**src/rtl/axi_buf_slave_pkg.sv**
```systemverilog
// rtl/axi_buf_slave_pkg.sv - shared AXI response/burst encodings and FSM state types
package axi_buf_slave_pkg;

  typedef enum logic [1:0] {
    OKAY   = 2'b00,
    EXOKAY = 2'b01,
    SLVERR = 2'b10,
    DECERR = 2'b11
  } axi_resp_e;

  localparam logic [1:0] AXI_BURST_FIXED = 2'b00;
  localparam logic [1:0] AXI_BURST_INCR  = 2'b01;
  localparam logic [1:0] AXI_BURST_WRAP  = 2'b10;

  typedef enum logic [1:0] {
    W_IDLE = 2'b00,
    W_DATA = 2'b01,
    W_RESP = 2'b10
  } wr_state_e;

  typedef enum logic {
    R_IDLE = 1'b0,
    R_DATA = 1'b1
  } rd_state_e;

endpackage

```
**src/rtl/axi_buf_slave_rd_fifo.sv**
```systemverilog
// rtl/axi_buf_slave_rd_fifo.sv - 2-entry read-return FIFO holding {data, resp, last}
module axi_rd_skid_fifo #(
  parameter int W = 131
) (
  input  logic         clk,
  input  logic         rst_n,
  input  logic         push,
  input  logic [W-1:0] push_data,
  input  logic         pop,
  output logic [W-1:0] head_data,
  output logic [1:0]   count
);

  logic [W-1:0] mem_q [2];
  logic [W-1:0] mem_d [2];
  logic         rd_ptr_q, rd_ptr_d;
  logic         wr_ptr_q, wr_ptr_d;
  logic [1:0]   count_q, count_d;

  // Callers never push when full or pop when empty.
  always_comb begin
    mem_d    = mem_q;
    rd_ptr_d = rd_ptr_q;
    wr_ptr_d = wr_ptr_q;
    count_d  = count_q + 2'(push) - 2'(pop);
    if (push) begin
      mem_d[wr_ptr_q] = push_data;
      wr_ptr_d        = ~wr_ptr_q;
    end
    if (pop) begin
      rd_ptr_d = ~rd_ptr_q;
    end
  end

  always_ff @(posedge clk or negedge rst_n) begin
    if (!rst_n) begin
      mem_q[0] <= '0;
      mem_q[1] <= '0;
      rd_ptr_q <= 1'b0;
      wr_ptr_q <= 1'b0;
      count_q  <= 2'd0;
    end else begin
      mem_q[0] <= mem_d[0];
      mem_q[1] <= mem_d[1];
      rd_ptr_q <= rd_ptr_d;
      wr_ptr_q <= wr_ptr_d;
      count_q  <= count_d;
    end
  end

  assign head_data = mem_q[rd_ptr_q];
  assign count     = count_q;

endmodule

```
**src/rtl/axi_buf_slave.sv**
```systemverilog
// rtl/axi_buf_slave.sv - AXI4 subordinate converting read/write bursts into buffer word accesses
module axi_buf_slave
  import axi_buf_slave_pkg::*;
#(
  parameter int                    AXI_DATA_W = 128,
  parameter int                    AXI_ADDR_W = 40,
  parameter int                    BUF_ADDR_W = 18,
  parameter logic [AXI_ADDR_W-1:0] BASE_ADDR  = '0,
  parameter int                    DEPTH      = 2**18
) (
  input  logic                    clk,
  input  logic                    rst_n,
  input  logic [AXI_ADDR_W-1:0]   s_axi_awaddr,
  input  logic [7:0]              s_axi_awlen,
  input  logic [2:0]              s_axi_awsize,
  input  logic [1:0]              s_axi_awburst,
  input  logic                    s_axi_awvalid,
  output logic                    s_axi_awready,
  input  logic [AXI_DATA_W-1:0]   s_axi_wdata,
  input  logic [AXI_DATA_W/8-1:0] s_axi_wstrb,
  input  logic                    s_axi_wlast,
  input  logic                    s_axi_wvalid,
  output logic                    s_axi_wready,
  output logic [1:0]              s_axi_bresp,
  output logic                    s_axi_bvalid,
  input  logic                    s_axi_bready,
  input  logic [AXI_ADDR_W-1:0]   s_axi_araddr,
  input  logic [7:0]              s_axi_arlen,
  input  logic [2:0]              s_axi_arsize,
  input  logic [1:0]              s_axi_arburst,
  input  logic                    s_axi_arvalid,
  output logic                    s_axi_arready,
  output logic [AXI_DATA_W-1:0]   s_axi_rdata,
  output logic [1:0]              s_axi_rresp,
  output logic                    s_axi_rlast,
  output logic                    s_axi_rvalid,
  input  logic                    s_axi_rready,
  output logic                    buf_wr_en,
  output logic [BUF_ADDR_W-1:0]   buf_wr_addr,
  output logic [AXI_DATA_W-1:0]   buf_wr_data,
  output logic [AXI_DATA_W/8-1:0] buf_wr_strb,
  output logic                    buf_rd_en,
  output logic [BUF_ADDR_W-1:0]   buf_rd_addr,
  input  logic [AXI_DATA_W-1:0]   buf_rd_data
);

  localparam int                  BYTES     = AXI_DATA_W / 8;
  localparam int                  LSB       = $clog2(BYTES);
  localparam logic [2:0]          FULL_SIZE = 3'(LSB);
  localparam logic [AXI_ADDR_W:0] BASE_EXT  = {1'b0, BASE_ADDR};
  localparam logic [AXI_ADDR_W:0] DEPTH_EXT = (AXI_ADDR_W+1)'(DEPTH);
  localparam int                  FIFO_W    = AXI_DATA_W + 3;

  // Range arithmetic is one bit wider than the address so the window end never overflows.
  function automatic axi_resp_e classify(input logic [AXI_ADDR_W-1:0] addr,
                                         input logic [7:0]            len,
                                         input logic [2:0]            size,
                                         input logic [1:0]            burst);
    logic [AXI_ADDR_W:0] start_ext;
    logic [AXI_ADDR_W:0] word;
    logic [AXI_ADDR_W:0] span;
    start_ext = {1'b0, addr};
    word      = (start_ext - BASE_EXT) >> LSB;
    span      = (burst == AXI_BURST_FIXED) ? '0 : (AXI_ADDR_W+1)'(len);
    if (start_ext < BASE_EXT || (word + span) >= DEPTH_EXT) begin
      return DECERR;
    end
    if (size != FULL_SIZE || burst == AXI_BURST_WRAP || burst == 2'b11) begin
      return SLVERR;
    end
    return OKAY;
  endfunction

  function automatic logic [BUF_ADDR_W-1:0] word_index(input logic [AXI_ADDR_W-1:0] addr);
    return BUF_ADDR_W'(({1'b0, addr} - BASE_EXT) >> LSB);
  endfunction

  // Readies stay low until the first clock after reset release.
  logic run_q;
  always_ff @(posedge clk or negedge rst_n) begin
    if (!rst_n) run_q <= 1'b0;
    else        run_q <= 1'b1;
  end

  // ---------------- write path ----------------
  wr_state_e             w_state_q, w_state_d;
  logic [BUF_ADDR_W-1:0] w_addr_q, w_addr_d;
  logic [7:0]            w_len_q, w_len_d;
  logic [7:0]            w_cnt_q, w_cnt_d;
  logic                  w_fixed_q, w_fixed_d;
  axi_resp_e             w_err_q, w_err_d;
  logic                  w_last_bad_q, w_last_bad_d;
  axi_resp_e             b_resp_q, b_resp_d;
  axi_resp_e             aw_class;
  logic                  w_beat_last;
  logic                  w_last_bad_now;

  assign aw_class = classify(s_axi_awaddr, s_axi_awlen, s_axi_awsize, s_axi_awburst);

  always_comb begin
    w_state_d      = w_state_q;
    w_addr_d       = w_addr_q;
    w_len_d        = w_len_q;
    w_cnt_d        = w_cnt_q;
    w_fixed_d      = w_fixed_q;
    w_err_d        = w_err_q;
    w_last_bad_d   = w_last_bad_q;
    b_resp_d       = b_resp_q;
    s_axi_awready  = 1'b0;
    s_axi_wready   = 1'b0;
    s_axi_bvalid   = 1'b0;
    buf_wr_en      = 1'b0;
    w_beat_last    = (w_cnt_q == w_len_q);
    w_last_bad_now = w_last_bad_q | (s_axi_wlast != w_beat_last);
    case (w_state_q)
      W_IDLE: begin
        s_axi_awready = run_q;
        if (run_q && s_axi_awvalid) begin
          w_addr_d     = word_index(s_axi_awaddr);
          w_len_d      = s_axi_awlen;
          w_cnt_d      = 8'd0;
          w_fixed_d    = (s_axi_awburst == AXI_BURST_FIXED);
          w_err_d      = aw_class;
          w_last_bad_d = 1'b0;
          w_state_d    = W_DATA;
        end
      end
      W_DATA: begin
        s_axi_wready = 1'b1;
        if (s_axi_wvalid) begin
          buf_wr_en    = (w_err_q == OKAY);
          w_last_bad_d = w_last_bad_now;
          // The beat count, not WLAST, ends the burst; a WLAST mismatch only taints the response.
          if (w_beat_last) begin
            w_state_d = W_RESP;
            if (w_err_q != OKAY)     b_resp_d = w_err_q;
            else if (w_last_bad_now) b_resp_d = SLVERR;
            else                     b_resp_d = OKAY;
          end else begin
            w_cnt_d  = w_cnt_q + 8'd1;
            w_addr_d = w_addr_q + {{(BUF_ADDR_W-1){1'b0}}, ~w_fixed_q};
          end
        end
      end
      W_RESP: begin
        s_axi_bvalid = 1'b1;
        if (s_axi_bready) w_state_d = W_IDLE;
      end
      default: w_state_d = W_IDLE;
    endcase
  end

  always_ff @(posedge clk or negedge rst_n) begin
    if (!rst_n) begin
      w_state_q    <= W_IDLE;
      w_addr_q     <= '0;
      w_len_q      <= 8'd0;
      w_cnt_q      <= 8'd0;
      w_fixed_q    <= 1'b0;
      w_err_q      <= OKAY;
      w_last_bad_q <= 1'b0;
      b_resp_q     <= OKAY;
    end else begin
      w_state_q    <= w_state_d;
      w_addr_q     <= w_addr_d;
      w_len_q      <= w_len_d;
      w_cnt_q      <= w_cnt_d;
      w_fixed_q    <= w_fixed_d;
      w_err_q      <= w_err_d;
      w_last_bad_q <= w_last_bad_d;
      b_resp_q     <= b_resp_d;
    end
  end

  assign s_axi_bresp = b_resp_q;
  assign buf_wr_addr = w_addr_q;
  assign buf_wr_data = s_axi_wdata;
  assign buf_wr_strb = s_axi_wstrb;

  // ---------------- read path ----------------
  rd_state_e             r_state_q, r_state_d;
  logic [BUF_ADDR_W-1:0] r_addr_q, r_addr_d;
  logic [7:0]            r_len_q, r_len_d;
  logic [8:0]            r_issued_q, r_issued_d;
  logic                  r_fixed_q, r_fixed_d;
  axi_resp_e             r_err_q, r_err_d;
  logic                  inflight_q, inflight_d;
  logic                  inflight_last_q, inflight_last_d;
  axi_resp_e             ar_class;
  logic                  rd_issue;
  logic [2:0]            rd_occ;
  logic                  fifo_pop;
  logic [1:0]            fifo_count;
  logic [FIFO_W-1:0]     fifo_push_data;
  logic [FIFO_W-1:0]     fifo_head;
  logic [AXI_DATA_W-1:0] ret_data;

  assign ar_class = classify(s_axi_araddr, s_axi_arlen, s_axi_arsize, s_axi_arburst);
  assign fifo_pop = s_axi_rvalid && s_axi_rready;
  // Counting this cycle's pop as free space is what sustains one beat per cycle.
  assign rd_occ   = {1'b0, fifo_count} + {2'b00, inflight_q} - {2'b00, fifo_pop};
  assign rd_issue = (r_state_q == R_DATA) && (r_issued_q <= {1'b0, r_len_q}) && (rd_occ < 3'd2);

  always_comb begin
    r_state_d       = r_state_q;
    r_addr_d        = r_addr_q;
    r_len_d         = r_len_q;
    r_issued_d      = r_issued_q;
    r_fixed_d       = r_fixed_q;
    r_err_d         = r_err_q;
    inflight_d      = 1'b0;
    inflight_last_d = 1'b0;
    s_axi_arready   = 1'b0;
    case (r_state_q)
      R_IDLE: begin
        s_axi_arready = run_q;
        if (run_q && s_axi_arvalid) begin
          r_addr_d   = word_index(s_axi_araddr);
          r_len_d    = s_axi_arlen;
          r_issued_d = 9'd0;
          r_fixed_d  = (s_axi_arburst == AXI_BURST_FIXED);
          r_err_d    = ar_class;
          r_state_d  = R_DATA;
        end
      end
      R_DATA: begin
        if (rd_issue) begin
          inflight_d      = 1'b1;
          inflight_last_d = (r_issued_q == {1'b0, r_len_q});
          r_issued_d      = r_issued_q + 9'd1;
          r_addr_d        = r_addr_q + {{(BUF_ADDR_W-1){1'b0}}, ~r_fixed_q};
        end
        if (fifo_pop && s_axi_rlast) r_state_d = R_IDLE;
      end
      default: r_state_d = R_IDLE;
    endcase
  end

  always_ff @(posedge clk or negedge rst_n) begin
    if (!rst_n) begin
      r_state_q       <= R_IDLE;
      r_addr_q        <= '0;
      r_len_q         <= 8'd0;
      r_issued_q      <= 9'd0;
      r_fixed_q       <= 1'b0;
      r_err_q         <= OKAY;
      inflight_q      <= 1'b0;
      inflight_last_q <= 1'b0;
    end else begin
      r_state_q       <= r_state_d;
      r_addr_q        <= r_addr_d;
      r_len_q         <= r_len_d;
      r_issued_q      <= r_issued_d;
      r_fixed_q       <= r_fixed_d;
      r_err_q         <= r_err_d;
      inflight_q      <= inflight_d;
      inflight_last_q <= inflight_last_d;
    end
  end

  // Error bursts run the same slot pipeline but never touch the buffer and return zeros.
  assign buf_rd_en      = rd_issue && (r_err_q == OKAY);
  assign buf_rd_addr    = r_addr_q;
  assign ret_data       = (r_err_q == OKAY) ? buf_rd_data : '0;
  assign fifo_push_data = {ret_data, r_err_q, inflight_last_q};

  axi_rd_skid_fifo #(
    .W (FIFO_W)
  ) u_rd_fifo (
    .clk       (clk),
    .rst_n     (rst_n),
    .push      (inflight_q),
    .push_data (fifo_push_data),
    .pop       (fifo_pop),
    .head_data (fifo_head),
    .count     (fifo_count)
  );

  assign s_axi_rvalid = (fifo_count != 2'd0);
  assign s_axi_rdata  = fifo_head[FIFO_W-1:3];
  assign s_axi_rresp  = fifo_head[2:1];
  assign s_axi_rlast  = fifo_head[0];

endmodule

```
**config.mk**
```make
export PLATFORM = sky130hd
export DESIGN_NAME = axi_buf_slave
export DESIGN_NICKNAME = d
export VERILOG_FILES = /design/src/rtl/axi_buf_slave_pkg.sv /design/src/rtl/axi_buf_slave_rd_fifo.sv /design/src/rtl/axi_buf_slave.sv
export SDC_FILE = /design/constraint.sdc
export NUM_CORES = 1
export LEC_CHECK = 0
export CAP_MARGIN = 20
export CELL_PAD_IN_SITES_DETAIL_PLACEMENT = 2
export CELL_PAD_IN_SITES_GLOBAL_PLACEMENT = 2
export CORE_AREA = 2 2 278 280
export DETAILED_ROUTE_END_ITERATION = 10
export DIE_AREA = 0 0 280 282
export PLACE_DENSITY = 0.88
export SYNTH_ARGS = -nofsm -noshare
export SYNTH_HDL_FRONTEND = slang
export SYNTH_HIERARCHICAL = 1
export SYNTH_SLANG_ARGS = --single-unit
```
**constraint.sdc**
```tcl
create_clock -name clk -period 4.3 [get_ports clk]
set_input_delay 0.86 -clock clk [delete_from_list [all_inputs] [get_ports clk]]
set_output_delay 0.86 -clock clk [all_outputs]
set_load 0.01 [all_outputs]
```
==> impl_metrics.tcl, run 1 <==
set metrics [dict create \
    relSlewSlack 0.288 \
    met3WireLength_um 4890 \
    required_ps 3440 \
    vias 14600 \
    clk_latency_ps 580 \
    skew_ps 24.9 \
    r2r_slack_ps 640 \
    die_width_um 280 \
    rows 101 \
    crit_path_start_kind "flip-flop" \
    ys_top_cells_by_area "dfrtp_1, mux2_2, mux2_4, buf_4, and2_1" \
    layout_worst_path_cycle_share 0.975 \
    start_util 0.262 \
    yosysWarningCount 6 \
    synth.largest_area_cell "dfrtp_1" \
    met2_length_um 36200 \
    final_cells 3021 \
    cts_sinks 350 \
    maxSlewViolCount 0 \
    numCtsBuffers 44 \
    hpwl_um 51000 \
    synth_seq_cells 350 \
    hold_viol_final 0 \
    grtUsageTotal 0.174 \
    grt_pass1_wl_um 107000 \
    r2r-start "u_rd_fifo/count[1]$_DFF_PN0_" \
    dp_cells 2934 \
    synth.distinct_cells 65 \
    syn-num-nets 2147 \
    io_pins 706 \
    fp.dieH_um 282 \
    holdWs_ps 344 \
    area_growth_syn_to_layout_pct 29.5 \
    numPortBuffers 409 \
    drt_iter0_drc 468 \
    fin_ws_ps 109 \
    root_buffer "clkbuf_16" \
    place_area_um2 24100 \
    first_pass_iters 4 \
    utilization 0.339 \
    synthArstFlopShare 1.00 \
    ir_drop_mv 0.232 \
    synth_top_area_frac 0.442 \
    remaining_drc_errors 0 \
    syn_area_per_cell_um2 11.5 \
    htree_levels 2 \
    power.density_nw_per_um2 733 \
    crit_fanout 2 \
    synth-seq-area-share 0.442 \
    drive_gt1_frac 0.275 \
    wirelength_um 70400 \
    grt_max_degree 127 \
    routed.top_layer "met5" \
    synth_most_common_cell "dfrtp_1" \
    totalPowerFinal_mw 18.8 \
    viasPerCell 4.83 \
    worst-setup-path-type "reg -> out" \
    yosys-top-cells-count "dfrtp_1, mux2_2, buf_4, and2_1, mux2_4" \
    grt_pass1_vias 17200 \
    min_path_type "in -> async" \
    crit_arrival_ps 3330 \
    finalCriticalPeriod_ps 4190 \
    clock_path_buffers 3 \
    dieArea_um2 79000 \
    synth_flop_cell "dfrtp_1" \
    finalSetupViolCount 0 \
    reg2reg_to "buf_rd_addr[13]$_DFFE_PN0P_" \
    grt_antenna_before_repair 6 \
    wire_per_inst_um 23.3 \
    ant_nets 0 \
    synth.cell_area_um2 19800 \
    clkTransAtPathRegs_ps 60 \
    max_slew.worst_pin.slew_ps 1060 \
    worst-r2r-cell-count 14 \
    synth_cells 1725 \
    design_area_um2 25700 \
    cts_tree "built" \
    max_freq_mhz 239 \
    fillers 7926 \
    status "finished, final reports clean" \
    met1_length_um 27200 \
    synth_edf_count 0 \
    worst_setup_path_end_kind "primary output" \
    maxCapViolCount 0 \
    layout.nets 2428 \
    overflow 0 \
    coreArea_um2 75700 \
    place_ws_ps -602 \
    leakage_nw 10.6 \
    fin_setup_tns_ps 0 \
    gp_congestion 0.852 \
]
-- cells by family after synthesis --
| group | share of synthesized area |
|---|---|
| and+or+nand+nor | 0.123 |
| muxes | 0.250 |
| DFF | 0.442 |
| buffers and inverters | 0.0884 |
| AOI/OAI and AO/OA | 0.0584 |
| adders and majority gates | 0.0238 |
| xor gates and xnor gates | 0.0146 |
| other | 0.000189 |
-- state kept, by name, summed over array words and instances (netlist names), 2 cells and up --
| signal | count |
|---|---|
| u_rd_fifo/count | 2 |
| w_len_q | 8 |
| r_len_q | 8 |
| buf_rd_addr | 18 |
| r_err_q | 2 |
| r_issued_q | 9 |
| s_axi_bresp | 2 |
| u_rd_fifo/mem_q | 262 |
| w_err_q | 2 |
| w_cnt_q | 8 |
| buf_wr_addr | 18 |
| w_state_q | 2 |
-- layout by cell type (no fill, tap or decap), types with 19 or more instances in the layout --
| master | n |
|---|---|
| clkdlybuf4s50_1 | 406 |
| clkbuf_16 | 45 |
| a21oi_1 | 48 |
| nor2b_1 | 19 |
| and2_1 | 132 |
| mux2_2 | 314 |
| dfrtp_1 | 349 |
| mux2_4 | 90 |
| o22ai_1 | 23 |
| nor2_1 | 54 |
| nand3_1 | 42 |
| o21ai_0 | 45 |
| buf_4 | 44 |
| ha_1 | 32 |
| nand2_1 | 86 |
| inv_1 | 33 |
| xor2_1 | 21 |
-- cell type report --
class / count / area, um^2 / share of cell area
antenna: 3 / 7.51 / 0.000292
clock buffer: 64 / 1330 / 0.0517
clock inverter: 16 / 194 / 0.00755
inverter: 34 / 128 / 0.00497
multi-input combinational: 1113 / 9410 / 0.366
sequential: 350 / 8760 / 0.341
tap: 978 / 1220 / 0.0477
timing repair buffer: 463 / 4630 / 0.180
-- power breakdown --
group | total, mW | internal [mW] | switching (mW)
clock | 3.90 | 2.34 | 1.56
sequential | 5.88 | 4.79 | 1.09
combinational | 9.04 | 5.17 | 3.87
-- worst max-delay path by stage --
stage                                            start        end  slack, ps  cells past startpoint
final                     u_rd_fifo/count[1]$_DFF_PN0_  buf_rd_en        110                     11
after global routing      u_rd_fifo/count[1]$_DFF_PN0_  buf_rd_en        -50                     12
after CTS                 u_rd_fifo/count[1]$_DFF_PN0_  buf_rd_en         20                     11
after detailed placement                  s_axi_rready  buf_rd_en       -600                     11
after global placement                    s_axi_rready  buf_rd_en       -470                     11
after floorplan                           s_axi_rready  buf_rd_en        140                     11
-- metal layers --
layer | GRT usage | up-vias
li1 | - | 6488
met1 | 0.197 | 7443
met2 | 0.310 | 505
met3 | 0.0564 | 137
met4 | 0.0527 | 10
met5 | 0.0104 | -
-- worst max-delay path, stage by stage (launching register included) --
cell and delay, ps:
dfrtp_1 400, or2_4 270, and2_4 160, ha_4 230, nand2b_4 140, fa_2 540
nand4b_1 170, buf_4 190, nor4_4 270, a21oi_2 100, nor3_2 130, buf_2 160
-- what timing repair did --
| item | 4_1_cts | 5_1_grt |
|---|---|---|
| pin swaps | 6 | 7 |
| hold buffers | 0 | 0 |
| setup endpoints to repair | 1 | 1 |
| resized for setup | 10 | 5 |
| buffers inserted | 2 | 2 |
| hold endpoints to repair | 0 | 0 |
(Power assumes the default switching activity.)
==> run 2: changes to the inputs <==
- CORE_AREA: 2 2 278 280 -> 2 2 272 274
- DIE_AREA: 0 0 280 282 -> 0 0 274 276
- MAX_ROUTING_LAYER: not set -> met4
- PLACE_DENSITY: 0.88 -> 0.91
- clock period: 4.3 -> 5.1 ns (I/O delays scaled with it)
==> run 2 against run 1 <==
  * Core utilization up 1.1 points
  * Sequential share of layout area up 0.36 points
  * Clock skew down 6.4 ps
  * Worst hold slack better by 160 ps
  * Die area down 4.2%
  * Wire length down 0.28%
  * Non-clock buffer count down 30
  * Combinational power down 18%
  * Largest cell class unchanged
==> impl_metrics.tcl, run 2 (synthesis gave the netlist of run 1 again) <==
set metrics [dict create \
    p_sw_mw 5.43 \
    start_util 0.273 \
    rows 99 \
    hpwl_um 49700 \
    leakage_nw 10.5 \
    top_usage_layer "met2" \
    max_stage_delay_ps 410 \
    ant_nets 0 \
    hold_viol_final 0 \
    ir_drop_mv 0.343 \
    crit_buf_inv 2 \
    finalCriticalPeriod_ps 4590 \
    power.density_nw_per_um2 620 \
    remaining_drc_errors 0 \
    worst-setup-path-type "in -> out" \
    fin_ws_ps 514 \
    wire_per_inst_um 23.6 \
    use_met1 0.205 \
    vias 14600 \
    overflow 0 \
    top_register "u_rd_fifo/mem_q" \
    root_buffer "clkbuf_16" \
    grt_antenna_before_repair 5 \
    fin_setup_tns_ps 0 \
    place_area_um2 23800 \
    wirelength_um 70200 \
    p_int_mw 10.3 \
    worst_setup_path_end_kind "primary output" \
    largest_reg_flops 262 \
    clock_path_buffers 3 \
    die_width_um 274 \
    relSlewSlack 0.254 \
    numCtsBuffers 44 \
    htree_levels 2 \
    crit_path_start_kind "primary input" \
    clockPowerShare 0.213 \
    first_pass_iters 4 \
    swShare 0.345 \
    grt_max_degree 132 \
    skew_ps 18.5 \
    design_area_um2 25400 \
    area_growth_syn_to_layout_pct 28.1 \
    drt_iter0_drc 486 \
    gr-usage-met3 0.0559 \
    p_seq_frac 0.314 \
    status "finished, final reports clean" \
    grt_pass1_vias 17200 \
    finalSetupViolCount 0 \
    min_path_type "reg -> reg" \
    holdWs_ps 502 \
    fp.dieH_um 276 \
    final_cells 2971 \
    dieArea_um2 75600 \
    max_freq_mhz 218 \
    max_slew.worst_pin.slew_ps 1120 \
    clk_latency_ps 570 \
    layout.nets 2398 \
    totalPowerFinal_mw 15.8 \
    place_ws_ps -125 \
    crit_arrival_ps 3570 \
    grtUsageTotal 0.188 \
    required_ps 4080 \
    io_pins 706 \
    numPortBuffers 409 \
    cts_sinks 350 \
    clkTransAtPathRegs_ps 50 \
    gr-usage-met2 0.336 \
    maxCapViolCount 0 \
    drive_gt1_frac 0.261 \
    grt_pass1_wl_um 109000 \
    crit_fanout 2 \
    rsz0062_at_grt "false" \
    viasPerCell 4.91 \
    final_cell_mix "clkdlybuf4s50_1, dfrtp_1, mux2_2" \
    cts_tree "built" \
    dp_cells 2888 \
    maxSlewViolCount 0 \
    pwr-share-comb 0.473 \
    cp_cell_sequence "clkdlybuf4s50_1, and2_1, ha_1, nand2b_1, fa_1, xnor2_1, nand4b_1, a211oi_2, a21oi_2, nor3_2, dlymetal6s2s_1" \
    coreArea_um2 72600 \
    layout_worst_path_cycle_share 0.899 \
    gp_congestion 0.845 \
    cpMaxStageDelayCell "clkdlybuf4s50_1" \
    path_delay_family "simple AND/OR/NAND/NOR gates" \
    cts_hold_repair.buffers 0 \
    utilization 0.350 \
    final_common_cell "clkdlybuf4s50_1" \
]
==> run 2: final cells by class <==
cell class	instances	area, um^2
Inverter	34	128
Multi-Input combinational cell	1113	9380
Clock inverter	16	251
Timing Repair Buffer	433	4370
Sequential cell	350	8760
Fill cell	7574	47200
Antenna cell	4	10.0
Tap cell	959	1200
Clock buffer	62	1310
==> run 2: repair_timing <==
item,4_1_cts,5_1_grt
setup endpoints to repair,1,1
gates resized for setup,3,3
pin swaps,1,2
buffers inserted,0,1
==> run 2: worst reg2reg max path: cells and delay by family (launching register included) <==
family          cells  cell delay, ps
compound gates      3            1070
simple gates        5            1130
buf+inv             2             260
fa+ha+maj           2             680
flops               1             450
xor+xnor            1             160
==> run 2: power by group through the flow <==
stage / registers (mW) / clock network, mW / logic (mW)
global route: 5.12 / 3.58 / 7.96
detailed placement: 4.97 / 0 / 7.41
floorplan: 4.58 / 0 / 4.52
CTS: 4.96 / 3.47 / 7.54
finish: 4.95 / 3.36 / 7.45
global placement: 4.76 / 0 / 7.04
==> run 2: worst paths after layout <==
check,from,end,slack [ps],depth (start not counted)
setup / recovery,s_axi_rready,buf_rd_en,510,11
hold / removal,u_rd_fifo/mem_q[38]$_DFFE_PN0P_,u_rd_fifo/mem_q[38]$_DFFE_PN0P_,500,1
setup reg to reg,u_rd_fifo/count[1]$_DFF_PN0_,buf_rd_addr[3]$_DFFE_PN0P_,1260,13
hold reg to reg,u_rd_fifo/mem_q[38]$_DFFE_PN0P_,u_rd_fifo/mem_q[38]$_DFFE_PN0P_,500,1
max in group asynchronous,rst_n,buf_rd_addr[13]$_DFFE_PN0P_,3330,2
min in group asynchronous,rst_n,u_rd_fifo/mem_q[52]$_DFFE_PN0P_,560,1
==> run 2: layer usage <==
layer,vias to the layer above,wire (um)
met5,-,0
met4,0,1370
met3,97,4770
met2,499,36800
met1,7562,27300
li1,6432,-
==> run 3: changes to the inputs <==
- SLEW_MARGIN: not set -> 30
==> run 3 against run 2 <==
  * Fmax down 2.1%
  * Setup slack got worse by 99 ps
  * Global-route usage shrank 0.054 points
  * Critical path depth is 1 higher
  * Sequential share of layout area hardly changed
  * Power is 0.36% lower
  * Clock power down 2%
==> impl_metrics.tcl, run 3 (synthesis gave the netlist of run 1 again) <==
set metrics [dict create \
    final_common_cell "clkdlybuf4s50_1" \
    place_ws_ps -120 \
    top_register "u_rd_fifo/mem_q" \
    worst-setup-path-type "in -> out" \
    root_buffer "clkbuf_16" \
    dieArea_um2 75600 \
    rsz0062_at_grt "false" \
    cp_cell_sequence "clkdlybuf4s50_1, and2_1, ha_1, nand2b_1, fa_1, xnor2_1, nand4b_1, buf_4, nor4_4, a21oi_1, nor3_2, dlymetal6s2s_1" \
    ir_drop_mv 0.319 \
    fillers 7595 \
    wirelength_um 70000 \
    clock_path_buffers 3 \
    dp_cells 2889 \
    grt_max_degree 113 \
    remaining_drc_errors 0 \
    skew_ps 15.1 \
    numCtsBuffers 45 \
    largest_reg_flops 262 \
    gp_congestion 0.845 \
    viasPerCell 4.92 \
    ant_nets 0 \
    hold_viol_final 0 \
    start_util 0.273 \
    required_ps 4080 \
    final_cell_mix "clkdlybuf4s50_1, dfrtp_1, mux2_2" \
    coreArea_um2 72600 \
    clockPowerShare 0.210 \
    max_freq_mhz 213 \
    path_delay_family "simple AND/OR/NAND/NOR gates" \
    p_int_mw 10.3 \
    cts_sinks 350 \
    crit_arrival_ps 3660 \
    hpwl_um 49900 \
    drive_gt1_frac 0.261 \
    clkTransAtPathRegs_ps 60 \
    swShare 0.346 \
    overflow 0 \
    io_pins 706 \
    leakage_nw 10.5 \
    crit_path_start_kind "primary input" \
    min_path_type "in -> async" \
    rows 99 \
    maxSlewViolCount 0 \
    die_width_um 274 \
    first_pass_iters 5 \
    max_slew.worst_pin.slew_ps 954 \
    worst_setup_path_end_kind "primary output" \
    grt_pass1_wl_um 109000 \
    clk_latency_ps 570 \
    fp.dieH_um 276 \
    grt_pass1_vias 17200 \
    crit_buf_inv 3 \
    fin_ws_ps 415 \
    max_stage_delay_ps 410 \
    wire_per_inst_um 23.6 \
    htree_levels 2 \
    maxCapViolCount 0 \
    grtUsageTotal 0.188 \
    finalSetupViolCount 0 \
    p_seq_frac 0.315 \
    layout_worst_path_cycle_share 0.919 \
    numPortBuffers 409 \
    layout.nets 2400 \
    fin_setup_tns_ps 0 \
    drt_iter0_drc 615 \
    vias 14600 \
    relSlewSlack 0.358 \
    finalCriticalPeriod_ps 4680 \
    crit_fanout 2 \
    p_sw_mw 5.44 \
    cts_tree "built" \
    final_cells 2971 \
    grt_antenna_before_repair 4 \
    status "finished, final reports clean" \
    cpMaxStageDelayCell "clkdlybuf4s50_1" \
    area_growth_syn_to_layout_pct 28.0 \
    power.density_nw_per_um2 619 \
    pwr-share-comb 0.475 \
    cts_hold_repair.buffers 0 \
]
==> run 3: cell count changes in the layout (fill, tap and decap cells not counted) <==
cell / before / now
clkbuf_1: 5 / 8
a21boi_2: 0 / 1
clkinv_2: 4 / 8
a21oi_2: 1 / 0
diode_2: 4 / 2
clkinvlp_4: 2 / 1
a21boi_1: 1 / 0
a21oi_1: 48 / 49
buf_16: 0 / 1
clkbuf_8: 12 / 7
==> run 3: through the flow <==
stage | utilization | hold slack, ps | power, mW | cell area (um^2)
2_1_floorplan | - | 452 | 9.09 | 19800
3_3_place_gp | 0.328 | 479 | 11.8 | 23800
3_5_place_dp | 0.328 | 487 | 12.4 | 23800
4_1_cts | 0.349 | 409 | 15.9 | 25400
5_1_grt | 0.350 | 425 | 16.6 | 25400
6_report | 0.350 | 421 | 15.7 | 25400
==> run 3: power by group through the flow <==
stage	Combinational, mW	Clock (mW)	Sequential [mW]
floorplan	4.52	0	4.58
global placement	7.04	0	4.76
detailed placement	7.41	0	4.96
CTS	7.55	3.41	4.95
global route	7.97	3.52	5.12
finish	7.46	3.30	4.95
==> run 3: final cells by class <==
class | instances | area (um^2) | area share
inverter | 34 | 128 | 0.00503
sequential | 350 | 8760 | 0.345
antenna | 2 | 5.00 | 0.000197
timing repair buffer | 434 | 4400 | 0.173
clock inverter | 19 | 264 | 0.0104
clock buffer | 60 | 1250 | 0.0493
multi-input combinational | 1113 | 9380 | 0.370
tap | 959 | 1200 | 0.0473
==> run 3: what timing repair did <==
item	CTS	global route
setup buffers	0	1
pin swaps	1	2
setup endpoints to repair	1	1
resized for setup	3	2
==> run 3: path summary, 6_finish.rpt <==
kind | startpoint | to | slack, ps | cells past startpoint
min reg2reg | u_rd_fifo/mem_q[115]$_DFFE_PN0P_ | u_rd_fifo/mem_q[115]$_DFFE_PN0P_ | 500 | 1
max reg2reg | u_rd_fifo/count[1]$_DFF_PN0_ | buf_rd_addr[3]$_DFFE_PN0P_ | 1320 | 13
max in group asynchronous | rst_n | u_rd_fifo/mem_q[12]$_DFFE_PN0P_ | 3370 | 3
min in group clk | u_rd_fifo/mem_q[115]$_DFFE_PN0P_ | u_rd_fifo/mem_q[115]$_DFFE_PN0P_ | 500 | 1
max | s_axi_rready | buf_rd_en | 420 | 12
min | rst_n | u_rd_fifo/mem_q[46]$_DFFE_PN0P_ | 420 | 1
==> run 3: layer usage <==
metal / routed length, um / GRT usage / part of all wire
met3: 4940 / 0.0561 / 0.071
met1: 27200 / 0.206 / 0.39
met2: 36600 / 0.333 / 0.52
met4: 1310 / 0.0387 / 0.019
met5: 0 / - / 0
